<file path="src/rtl/decode_s1_out_buffer_pkg.sv">
// Shared stage-1 decode definitions: bundle layout, field widths and the
// PC field offset used to pack s1_payload.
package decode_s1_out_buffer_pkg;

    localparam int unsigned IADDR_W     = 32;
    localparam int unsigned SIZE_W      = 4;
    localparam int unsigned OP_W        = 4;
    localparam int unsigned OPREG_W     = 3;
    localparam int unsigned MODRM_W     = 8;
    localparam int unsigned SIB_W       = 8;
    localparam int unsigned IMM_W       = 48;
    localparam int unsigned DISP_W      = 32;
    localparam int unsigned ALU_OP_W    = 5;
    localparam int unsigned STACK_OP_W  = 2;
    localparam int unsigned SEG_W       = 3;

    // Fields listed MSB first; branch_taken occupies bit 0 and pc sits just above it.
    typedef struct packed {
        logic [SIZE_W-1:0]     size;
        logic                  d_set;
        logic                  d_clear;
        logic [OP_W-1:0]       op0;
        logic [OP_W-1:0]       op1;
        logic [OPREG_W-1:0]    op0_reg;
        logic [OPREG_W-1:0]    op1_reg;
        logic [MODRM_W-1:0]    modrm;
        logic [SIB_W-1:0]      sib;
        logic [IMM_W-1:0]      imm;
        logic [DISP_W-1:0]     disp;
        logic [ALU_OP_W-1:0]   alu_op;
        logic                  flag_0;
        logic                  flag_1;
        logic [STACK_OP_W-1:0] stack_op;
        logic [SEG_W-1:0]      seg_override;
        logic                  seg_override_valid;
        logic                  movs;
        logic [IADDR_W-1:0]    pc;
        logic                  branch_taken;
    } decode_bundle_t;

    localparam int unsigned BUNDLE_W = $bits(decode_bundle_t);
    localparam int unsigned PC_LSB   = 1;

endpackage

</file>
<file path="src/rtl/decode_buf_entry.sv">
// One payload slot of the stage-1 output buffer: enabled register, no reset.
module decode_buf_entry #(
    parameter int unsigned WIDTH = 163
) (
    input  logic             clk,
    input  logic             en_i,
    input  logic [WIDTH-1:0] d_i,
    output logic [WIDTH-1:0] q_o
);

    logic [WIDTH-1:0] data_q;

    always_ff @(posedge clk) begin
        if (en_i) begin
            data_q <= d_i;
        end
    end

    assign q_o = data_q;

endmodule

</file>
<file path="src/rtl/decode_s1_out_buffer.sv">
// Two-entry skid buffer between decode stage 1 and stage 2; every output is a
// function of registered state only, so s1_ready never sees same-cycle s2_ready.
module decode_s1_out_buffer
    import decode_s1_out_buffer_pkg::*;
#(
    parameter int unsigned WIDTH  = BUNDLE_W,
    parameter int unsigned IADDRW = IADDR_W
) (
    input  logic             clk,
    input  logic             reset,
    input  logic             flush,
    input  logic             s1_valid,
    output logic             s1_ready,
    input  logic [WIDTH-1:0] s1_payload,
    output logic             s2_valid,
    input  logic             s2_ready,
    output logic [WIDTH-1:0] s2_payload,
    output logic [1:0]       occupancy,
    output logic             busy
);

    localparam int unsigned DEPTH = 2;
    localparam logic [1:0]  FULL  = 2'd2;

    if (WIDTH < PC_LSB + IADDRW) begin : g_bad_cfg
        $error("decode_s1_out_buffer: WIDTH too small to hold the PC field");
    end

    logic [1:0]       count_q, count_d;
    logic             wr_ptr_q, wr_ptr_d;
    logic             rd_ptr_q, rd_ptr_d;
    logic             push_c, pop_c;
    logic [DEPTH-1:0] wr_en_c;
    logic [WIDTH-1:0] entry_q [DEPTH];

    assign s1_ready   = (count_q != FULL);
    assign s2_valid   = (count_q != 2'd0);
    assign occupancy  = count_q;
    assign busy       = (count_q != 2'd0);
    assign s2_payload = entry_q[rd_ptr_q];

    // Pointer/count update; flush wins over any same-cycle push or pop.
    always_comb begin
        push_c   = s1_valid & s1_ready & ~flush;
        pop_c    = s2_valid & s2_ready & ~flush;
        count_d  = count_q;
        wr_ptr_d = wr_ptr_q;
        rd_ptr_d = rd_ptr_q;
        if (flush) begin
            count_d  = 2'd0;
            wr_ptr_d = 1'b0;
            rd_ptr_d = 1'b0;
        end else begin
            if (push_c) begin
                wr_ptr_d = ~wr_ptr_q;
            end
            if (pop_c) begin
                rd_ptr_d = ~rd_ptr_q;
            end
            case ({push_c, pop_c})
                2'b10:   count_d = count_q + 2'd1;
                2'b01:   count_d = count_q - 2'd1;
                default: count_d = count_q;
            endcase
        end
    end

    always_ff @(posedge clk or negedge reset) begin
        if (!reset) begin
            count_q  <= 2'd0;
            wr_ptr_q <= 1'b0;
            rd_ptr_q <= 1'b0;
        end else begin
            count_q  <= count_d;
            wr_ptr_q <= wr_ptr_d;
            rd_ptr_q <= rd_ptr_d;
        end
    end

    always_comb begin
        wr_en_c = '0;
        for (int i = 0; i < DEPTH; i++) begin
            wr_en_c[i] = push_c & (wr_ptr_q == 1'(i));
        end
    end

    for (genvar g = 0; g < DEPTH; g++) begin : g_entry
        decode_buf_entry #(
            .WIDTH (WIDTH)
        ) u_entry (
            .clk  (clk),
            .en_i (wr_en_c[g]),
            .d_i  (s1_payload),
            .q_o  (entry_q[g])
        );
    end

endmodule
</file>
<file path="config.mk">
export PLATFORM = sky130hd
export DESIGN_NAME = decode_s1_out_buffer
export DESIGN_NICKNAME = d
export VERILOG_FILES = /design/src/rtl/decode_s1_out_buffer_pkg.sv /design/src/rtl/decode_buf_entry.sv /design/src/rtl/decode_s1_out_buffer.sv
export SDC_FILE = /design/constraint.sdc
export NUM_CORES = 1
export LEC_CHECK = 0
export CORE_MARGIN = 4
export CORE_UTILIZATION = 43
export CTS_CLUSTER_DIAMETER = 80
export DETAILED_ROUTE_END_ITERATION = 16
export PLACE_DENSITY = 0.76
export SETUP_SLACK_MARGIN = 0.02
export SLEW_MARGIN = 20
export SYNTH_ARGS = -nofsm -noshare
export SYNTH_HDL_FRONTEND = slang
export SYNTH_SLANG_ARGS = --single-unit
</file>
<file path="constraint.sdc">
create_clock -name clk -period 13.5 [get_ports clk]
set_input_delay 2.7 -clock clk [delete_from_list [all_inputs] [get_ports clk]]
set_output_delay 2.7 -clock clk [all_outputs]
set_load 0.1 [all_outputs]
</file>
==> results.py <==
metrics = {
    "sta": {
        "fin_skew_ns": 0.009750,
        "maxSlewViolCount": 0,
        "setup-violations-final": 0,
        "postLayoutSetupSlackWorst_ns": 6.691,
        "setup_tns_ns": 0,
        "finalCritPeriodShare_pct": 50.44,
        "finalHoldViolations": 0,
        "slew_headroom_pct": 28.90,
        "tightest_slew_ns": 1.066,
        "clock.fmax_mhz": 146.9,
        "rsz0062_at_grt": "false",
        "min_period_ns": 6.809,
    },
    "floorplanning": {
        "die-area_sq_mm": 0.03079,
        "core_area_sq_mm": 0.02771,
        "start_util_pct": 43.53,
        "row_count": 61,
        "fp.dieH_um": 175.5,
        "ioPinCount": 336,
        "dieWidth_um": 175.5,
    },
    "clock_tree": {
        "cts_resized": 0,
        "clock-root-buffer": "clkbuf_16",
        "numCtsBuffers": 34,
        "cts-htree-levels": 2,
        "cts.path.max_buffers": 3,
        "tritoncts": "yes",
        "post_cts_buffers": 0,
        "cts.sinks": 330,
        "clkTransAtPathRegs_ns": 0.06,
        "clkLatencyLatePin_ns": 0.49,
        "hold_buffers": 0,
    },
    "outcome": {
        "status": "finished, final reports clean",
    },
    "final_layout": {
        "diodes": 0,
        "postLayoutCoreUtil_pct": 60.94,
        "syn2layout_area_growth_pct": 40.01,
        "drive_above_1_share_pct": 24.27,
        "layoutNonFillerInstCount": 1297,
        "nets": 1062,
    },
    "routing": {
        "drc_errors": 0,
        "totalWireLength_um": 25330,
        "routedWlPerCell_um": 19.53,
        "vias": 6270,
        "viasPerCell": 4.834,
        "drtIter0Drc": 271,
        "postRouteAntennaNets": 0,
        "drtPass1Iterations": 6,
    },
    "logic_synthesis": {
        "synth_cells": 534,
        "synthTopCellsByArea": "edfxtp_1 81%, mux2_2 15%, buf_6 1.5%, dfrtp_1 0.83%, buf_4 0.19%",
        "netlist_area_sq_mm": 0.01206,
        "ys_types": 21,
        "yosysTopAreaCell": "edfxtp_1",
        "ys_seq_elements": 330,
        "syn_avg_cell_area_sq_um": 22.58,
        "ys_seq_area_share_pct": 82.01,
        "yosysWarnings": 0,
        "synth_fp_nets": 702,
        "synth_top_area_share_pct": 81.18,
    },
    "worst_setup_path": {
        "crit_path_max_fanout": 83,
        "max_stage_delay_ns": 1.14,
        "path_cells": "buf_4, buf_6, mux2_2, clkdlybuf4s50_1",
        "cp_top_family": "buffers and inverters",
        "worst_ep_required_time_ns": 10.80,
        "arrival_ns": 4.11,
        "endpoint_kind": "output pin",
        "slowest_stage": "clkdlybuf4s50_1",
        "start_kind": "flip-flop",
        "critPathKind": "flip-flop to output pin",
        "path_buf_inv": 3,
        "r2r_slack_ns": 10.80,
    },
    "placement": {
        "port_buffers": 335,
        "dp_hpwl_um": 17030,
        "dp_cells": 1236,
        "place_ws_ns": 6.890,
        "gp_congestion": 0.7360,
    },
    "pwr": {
        "leakage_nw": 5.585,
        "peakVddDrop_v": 0.0001201,
        "power_density_mw_per_mm2": 157.3,
    },
    "run": {
        "maxCapViolations": 0,
    },
    "grt": {
        "grt_pass1_vias": 6867,
        "grt_use_total_pct": 15.90,
        "antenna_found_initial": 0,
        "grt-ovfl-total": 0,
        "grt_first_pass_wirelength_um": 38310,
        "grt_max_degree": 84,
    },
    "worst_hold_path": {
        "hold_path.class": "flip-flop to flip-flop",
    },
}
-- cell type report --
type	instances	area, sq um
clock buffers	48	977.2
clock inverters	13	133.9
fillers	2009	10820
inverters	2	7.507
multi-input cells	183	1982
flip-flops and latches	330	9893
well taps	378	473.0
repair buffers	343	3417
-- power by group --
part	total, mW	switching [mW]	internal, mW
clock	0.914	0.353	0.561
sequential	1.18	0.0110	1.17
combinational	0.561	0.403	0.158
total	2.66	0.767	1.89
-- per-stage QoR --
step | power, mW | instance area, sq um | hold slack (ns)
2_1_floorplan | 1.620 | 12070 | 0.5424
3_3_place_gp | 1.759 | 15770 | 0.6016
3_5_place_dp | 1.765 | 15770 | 0.6077
4_1_cts | 2.686 | 16880 | 0.6181
5_1_grt | 2.750 | 16880 | 0.6994
6_report | 2.655 | 16880 | 0.6135
-- state kept, by name, indices dropped and copies added (netlist names) --
name,flops
rd_ptr_q,1
g_entry.u_entry.q_o,326
occupancy,2
wr_ptr_q,1
-- layer usage --
| layer | vias up | GRT usage, % | wire length, um |
|---|---|---|---|
| li1 | 2858 | - | - |
| met1 | 3107 | 18.06 | 9303 |
| met2 | 253 | 27.72 | 12860 |
| met3 | 52 | 6.134 | 2413 |
| met4 | 0 | 5.296 | 756 |
| met5 | - | 0 | 0 |
-- worst register-to-register path, cell delays in order (launching register included) --
cell and delay [ns]:
dfrtp_1 0.44, nor2b_1 0.18, inv_1 0.10, nand2_1 0.14, nor3b_4 0.24, buf_4 0.49
buf_4 0.70
-- synthesized netlist by cell type --
| library cell | count |
|---|---|
| or2_2 | 2 |
| edfxtp_1 | 326 |
| buf_4 | 3 |
| inv_1 | 1 |
| nor2_1 | 1 |
| nand3b_1 | 1 |
| a21o_1 | 1 |
| mux2i_1 | 1 |
| dfrtp_1 | 4 |
| xor2_1 | 1 |
| buf_6 | 16 |
| o21ai_0 | 2 |
| nor2b_1 | 1 |
| mux2_2 | 163 |
| or3_1 | 1 |
| nor3b_1 | 2 |
| nand2_1 | 1 |
| o211ai_1 | 1 |
| inv_2 | 1 |
| nor3_1 | 1 |
| a21oi_1 | 4 |
-- worst paths after layout --
path                                                   end  depth (start not counted)          from
worst max-delay path                        s2_payload[47]                          4      rd_ptr_q
max in group asynchronous                         rd_ptr_q                          1         reset
min in group asynchronous                     occupancy[0]                          1         reset
worst min register to register                    wr_ptr_q                          2      wr_ptr_q
worst max register to register  g_entry[1].u_entry.q_o[62]                          6  occupancy[1]
worst min-delay path                              wr_ptr_q                          2      wr_ptr_q
-- logic make-up (layout without fill, tap and decap cells) --
family / Yosys count / count (layout) / synth area share (%)
xor gates and xnor gates: 1 / 1 / 0.07264
buffers and inverters: 21 / 406 / 1.743
DFF: 330 / 330 / 82.01
and+or+nand+nor: 10 / 10 / 0.4980
AOI/OAI and AO/OA: 8 / 8 / 0.3736
muxes: 164 / 164 / 15.30
-- layout by cell type (no fill, tap or decap), types with 2 or more instances in the layout --
cell	instances
a21oi_1	4
buf_4	7
bufinv_16	3
clkbuf_1	10
clkbuf_16	37
clkdlybuf4s50_1	335
clkinv_1	5
clkinv_2	5
dfrtp_1	3
edfxtp_1	326
mux2_2	163
o21ai_0	2
or2_2	2
Note: power is estimated with default switching activity, not from simulation.
==> patch 1: new RTL, config.mk and constraints unchanged <==
Change the package constant `MODRM_W` from 8 to 6.
--- a/src/rtl/decode_s1_out_buffer_pkg.sv
+++ b/src/rtl/decode_s1_out_buffer_pkg.sv
@@ -6,7 +6,7 @@
     localparam int unsigned SIZE_W      = 4;
     localparam int unsigned OP_W        = 4;
     localparam int unsigned OPREG_W     = 3;
-    localparam int unsigned MODRM_W     = 8;
+    localparam int unsigned MODRM_W     = 6;
     localparam int unsigned SIB_W       = 8;
     localparam int unsigned IMM_W       = 48;
     localparam int unsigned DISP_W      = 32;
Interface: changed (resized s1_payload and s2_payload); port bits go from 336 to 332. No check against the original RTL was run, so the function may have changed too.
==> patch 1 against the unedited design <==
  * First-iteration DRC count rose by 37%
  * Count of clock-buffer cells in the layout did not move
  * Setup slack improved by 0.32 ns
  * Sequential cell count shrank 4
  * Area after synthesis rose by 0.98%
  * Die area rose by 0.93%
  * Maximum frequency grew 4.9%
  * Routed wire length fell by 1.5%
  * Global-route usage fell by 0.52 points
  * Cell count down 1.2%
  * Critical path type unchanged
  * Largest power group unchanged
  * Design area rose by 0.28%
  * Synthesized cell count shrank 1.1%
  * Total power down 2.2%
==> patch 1: results (changes against the unedited design) <==
- Routed len/inst: 19.5 µm (-0.33%)
- Non-clock buffers: 337 (-1.7%)
- First-pass GRT wire length: 36900 µm (-3.6%)
- Flop2flop setup slack: 9.75 ns (-1.05 ns)
- CP Data Arrival Time: 3.79 ns (-0.32 ns)
- DR WL met3: 2090 µm (-13%)
- Area delta synth->final: 39.0%
- DRT Pass-1 Iters: 4 (-2)
- N_diodes: 2 (+2)
- Footprint of the multi-input gates: 2260 µm² (+14%)
- Status: finished clean
- Via count: 6169 (-1.6%)
- Seq pwr share: 0.450 (+0.006)
- Seq cells: 326 (-1.2%)
- FFs w/ async S/R, synth: 0.0123 (+0.000149)
- Reg2Reg Depth: 7 (+1)
- Nets: 1049 (-1.2%)
- Crit path largest cell delay: 1.16 ns (+0.02 ns)
- Iteration-0 DRC Markers: 371 (+37%)
- Buffering overhead: 0.200 (-0.00286)
- Synth area leaders: edfxtp_1 79%, mux2_4 9.9%, mux2_2 7.5%
- Layout cells sized above 1: 0.241 (-0.00208)
- Worst-path fanout max: 53 (-36%)
- TritonCTS Buffers: 35 (+2.9%)
- DR top layer: met5
- Synth unique cells: 22 (+4.8%)
- Total GRT Usage: 0.154 (-0.00519)
- R2r endpoint: g_entry[0].u_entry.q_o[86]
- Crit path to: s2_payload[156]
- Post-synthesis net count: 694 (-1.1%)
- Multi-input gates: 181 (-1.1%)
- Flip-flop count of the largest register after layout: 322 (-1.2%)
- Initial antenna violation count: 3 (+3)
- Max_slew headroom: 0.206 (-0.0834)
- Leakage: 5.75 nW (+3.0%)
- XOR/XNOR Fraction of Synth Area: 0.000719 (-0.00000702)
- PwrDens: 153 nW/µm² (-2.5%)
- GR Util met3: 0.0510 (-0.0104)
patch 1: cell count changes after synthesis:
cell / unedited run / this run
buf_2: 0 / 8
buf_4: 3 / 1
buf_6: 16 / 10
edfxtp_1: 326 / 322
inv_1: 1 / 2
inv_2: 1 / 0
mux2_2: 163 / 81
mux2_4: 0 / 80
nor2b_1: 1 / 0
nor2b_2: 0 / 1
patch 1: per-stage QoR:
| step | total power, W | hold WS (ns) | worst slack [ns] | util | cells |
|---|---|---|---|---|---|
| 3_3_place_gp | 0.00176 | 0.605 | 6.91 | 0.570 | 1223 |
| 2_1_floorplan | 0.00162 | 0.542 | 3.82 | - | 528 |
| 3_5_place_dp | 0.00176 | 0.629 | 6.83 | 0.570 | 1223 |
| 6_report | 0.00260 | 0.643 | 7.01 | 0.608 | 1282 |
| 4_1_cts | 0.00262 | 0.641 | 6.92 | 0.607 | 1279 |
| 5_1_grt | 0.00269 | 0.700 | 6.84 | 0.608 | 1282 |
==> patch 2: new RTL, same flow settings <==
Made on the original files. Make the reset (`reset`) synchronous in one clocked block.
--- a/src/rtl/decode_s1_out_buffer.sv
+++ b/src/rtl/decode_s1_out_buffer.sv
@@ -65,7 +65,7 @@
         end
     end
 
-    always_ff @(posedge clk or negedge reset) begin
+    always_ff @(posedge clk) begin
         if (!reset) begin
             count_q  <= 2'd0;
             wr_ptr_q <= 1'b0;
Function: differs if reset is asserted again (counterexample within 4 cycles, from zero or initial values and one cycle with reset low); with reset held inactive, the same outputs for 4 cycles.
==> patch 2 against the unedited design <==
  * Sequential cell count unchanged
  * Area after synthesis decreased by 0.76%
  * Routed wire length decreased by 1.2%
  * Clock power decreased by 6.2%
  * Design area decreased by 0.77%
  * Critical path depth decreased by 1
  * Non-clock buffer count decreased by 2
  * Setup slack improved by 0.87 ns
  * Total power decreased by 12%
  * Critical path type unchanged
==> patch 2: results (changes against the unedited design) <==
- Leakage: 5.50 nW (-1.5%)
- Synth area leaders: edfxtp_1 82%, mux2_2 15%, buf_4 1.1%
- Sequential share of the synthesized area: 0.825 (+0.00459)
- Total GRT Usage: 0.159 (-0.000203)
- Max_cap viols: 0 (unchanged)
- Initial antenna violation count: 1 (+1)
- Clock Pin Slew Worst Setup and Hold Paths: 0.06 ns (about the same)
- Clock latency on the worst-skew pair: 0.49 ns (about the same)
- Final WL: 25000 µm (-1.2%)
- DPL Wire Length: 16600 µm (-2.7%)
- Clk_skew: 0.0105 ns (+0.000785 ns)
- Nets: 1062 (unchanged)
- N_diodes: 0 (unchanged)
- TritonCTS Buffers: 35 (+2.9%)
- CP Data Arrival Time: 3.24 ns (-0.87 ns)
- Synth top cells by count: 326 x edfxtp_1, 163 x mux2_2, 17 x buf_4
- Resize count post-CTS: 0 (unchanged)
- Layout cells sized above 1: 0.236 (-0.00627)
- First-pass GRT wire length: 38200 µm (-0.38%)
- Status: finished clean
- Switching power total: 0.000583 W (-24%)
- Worst-path fanout max: 78 (-6.0%)
- Maximum vdd drop: 0.0990 mV (-18%)
- Placed Cells: 1228 (-0.65%)
- Post-synthesis net count: 703 (+0.14%)
- Final Non-Filler Cells: 1290 (-0.54%)
- Setup Buffers After CTS: 0 (unchanged)
- Largest net degree at the start of global routing: 82 (-2.4%)
- Ys flop type: edfxtp_1
- Filler Cells Inserted: 1996 (-0.65%)
- Synth unique cells: 18 (-14%)
- FFs w/ async S/R, synth: 0 (-0.0121)
- GPL Wtd Cong: 0.761 (+3.4%)
- DRT Pass-1 Iters: 4 (-2)
- Iteration-0 DRC Markers: 337 (+24%)
- Vias in the first global route: 6748 (-1.7%)
- Via count: 6271 (+0.016%)
- Least-Margin Pin Slew: 1.06 ns (-0.00292 ns)
## patch 2: kinds of logic (layout without fill, tap and decap cells)
logic type | Yosys count | count (layout) | synth area share
buffers and inverters | 21 | 405 | 0.0121
adder cells (fa/ha/maj) | 1 | 1 | 0.00105
multiplexers | 163 | 163 | 0.153
AND/OR/NAND/NOR | 11 | 11 | 0.00429
flip-flops | 330 | 330 | 0.825
XOR/XNOR | 3 | 3 | 0.00220
AO/OA/AOI/OAI | 5 | 5 | 0.00230
## patch 2: power by group through the flow
stage	clock network, W	registers [W]	logic, W
2_1_floorplan	0	0.00119	0.000211
3_3_place_gp	0	0.00119	0.000319
3_5_place_dp	0	0.00119	0.000322
4_1_cts	0.000882	0.00117	0.000323
5_1_grt	0.000928	0.00117	0.000331
6_report	0.000857	0.00117	0.000321
## patch 2: path summary, 6_finish.rpt
path,start,end,slack (ns),cells after the start
min reg2reg,occupancy[1],occupancy[1],0.60,2
max,rd_ptr_q,s2_payload[26],7.56,3
min,occupancy[1],occupancy[1],0.60,2
max reg2reg,occupancy[0],g_entry[1].u_entry.q_o[138],10.48,4
## patch 2: routing by layer
layer | vias up | global-route usage | routed length (µm)
li1 | 2860 | - | -
met4 | 2 | 0.0501 | 690
met1 | 3103 | 0.187 | 9460
met5 | - | 0 | 13
met2 | 256 | 0.274 | 12600
met3 | 50 | 0.0569 | 2290
## patch 2: area by class of cell
type	instances	area (µm²)	share of cell area
Clock inverter	13	66.3	0.00396
Sequential cell	330	9870	0.589
Clock buffer	49	971	0.0580
Inverter	2	7.51	0.000448
Tap cell	372	465	0.0278
Multi-Input combinational cell	183	1970	0.117
Timing Repair Buffer	341	3400	0.203
## patch 2: through the flow
stage / cell area [µm²] / worst slack, ns / total power, W / hold slack, ns
final: 16800 / 7.56 / 0.00234 / 0.598
after global routing: 16800 / 7.41 / 0.00243 / 0.633
after CTS: 16700 / 7.48 / 0.00237 / 0.594
after detailed placement: 15700 / 7.87 / 0.00151 / 0.577
after global placement: 15700 / 7.87 / 0.00151 / 0.559
after floorplan: 12000 / 3.12 / 0.00141 / 0.519
## patch 2: worst max-delay path, cell delays in order, from the launching register on
cell             delay, ns
dfxtp_4               0.39
buf_4                 0.80
mux2_2                0.33
clkdlybuf4s50_1       1.15
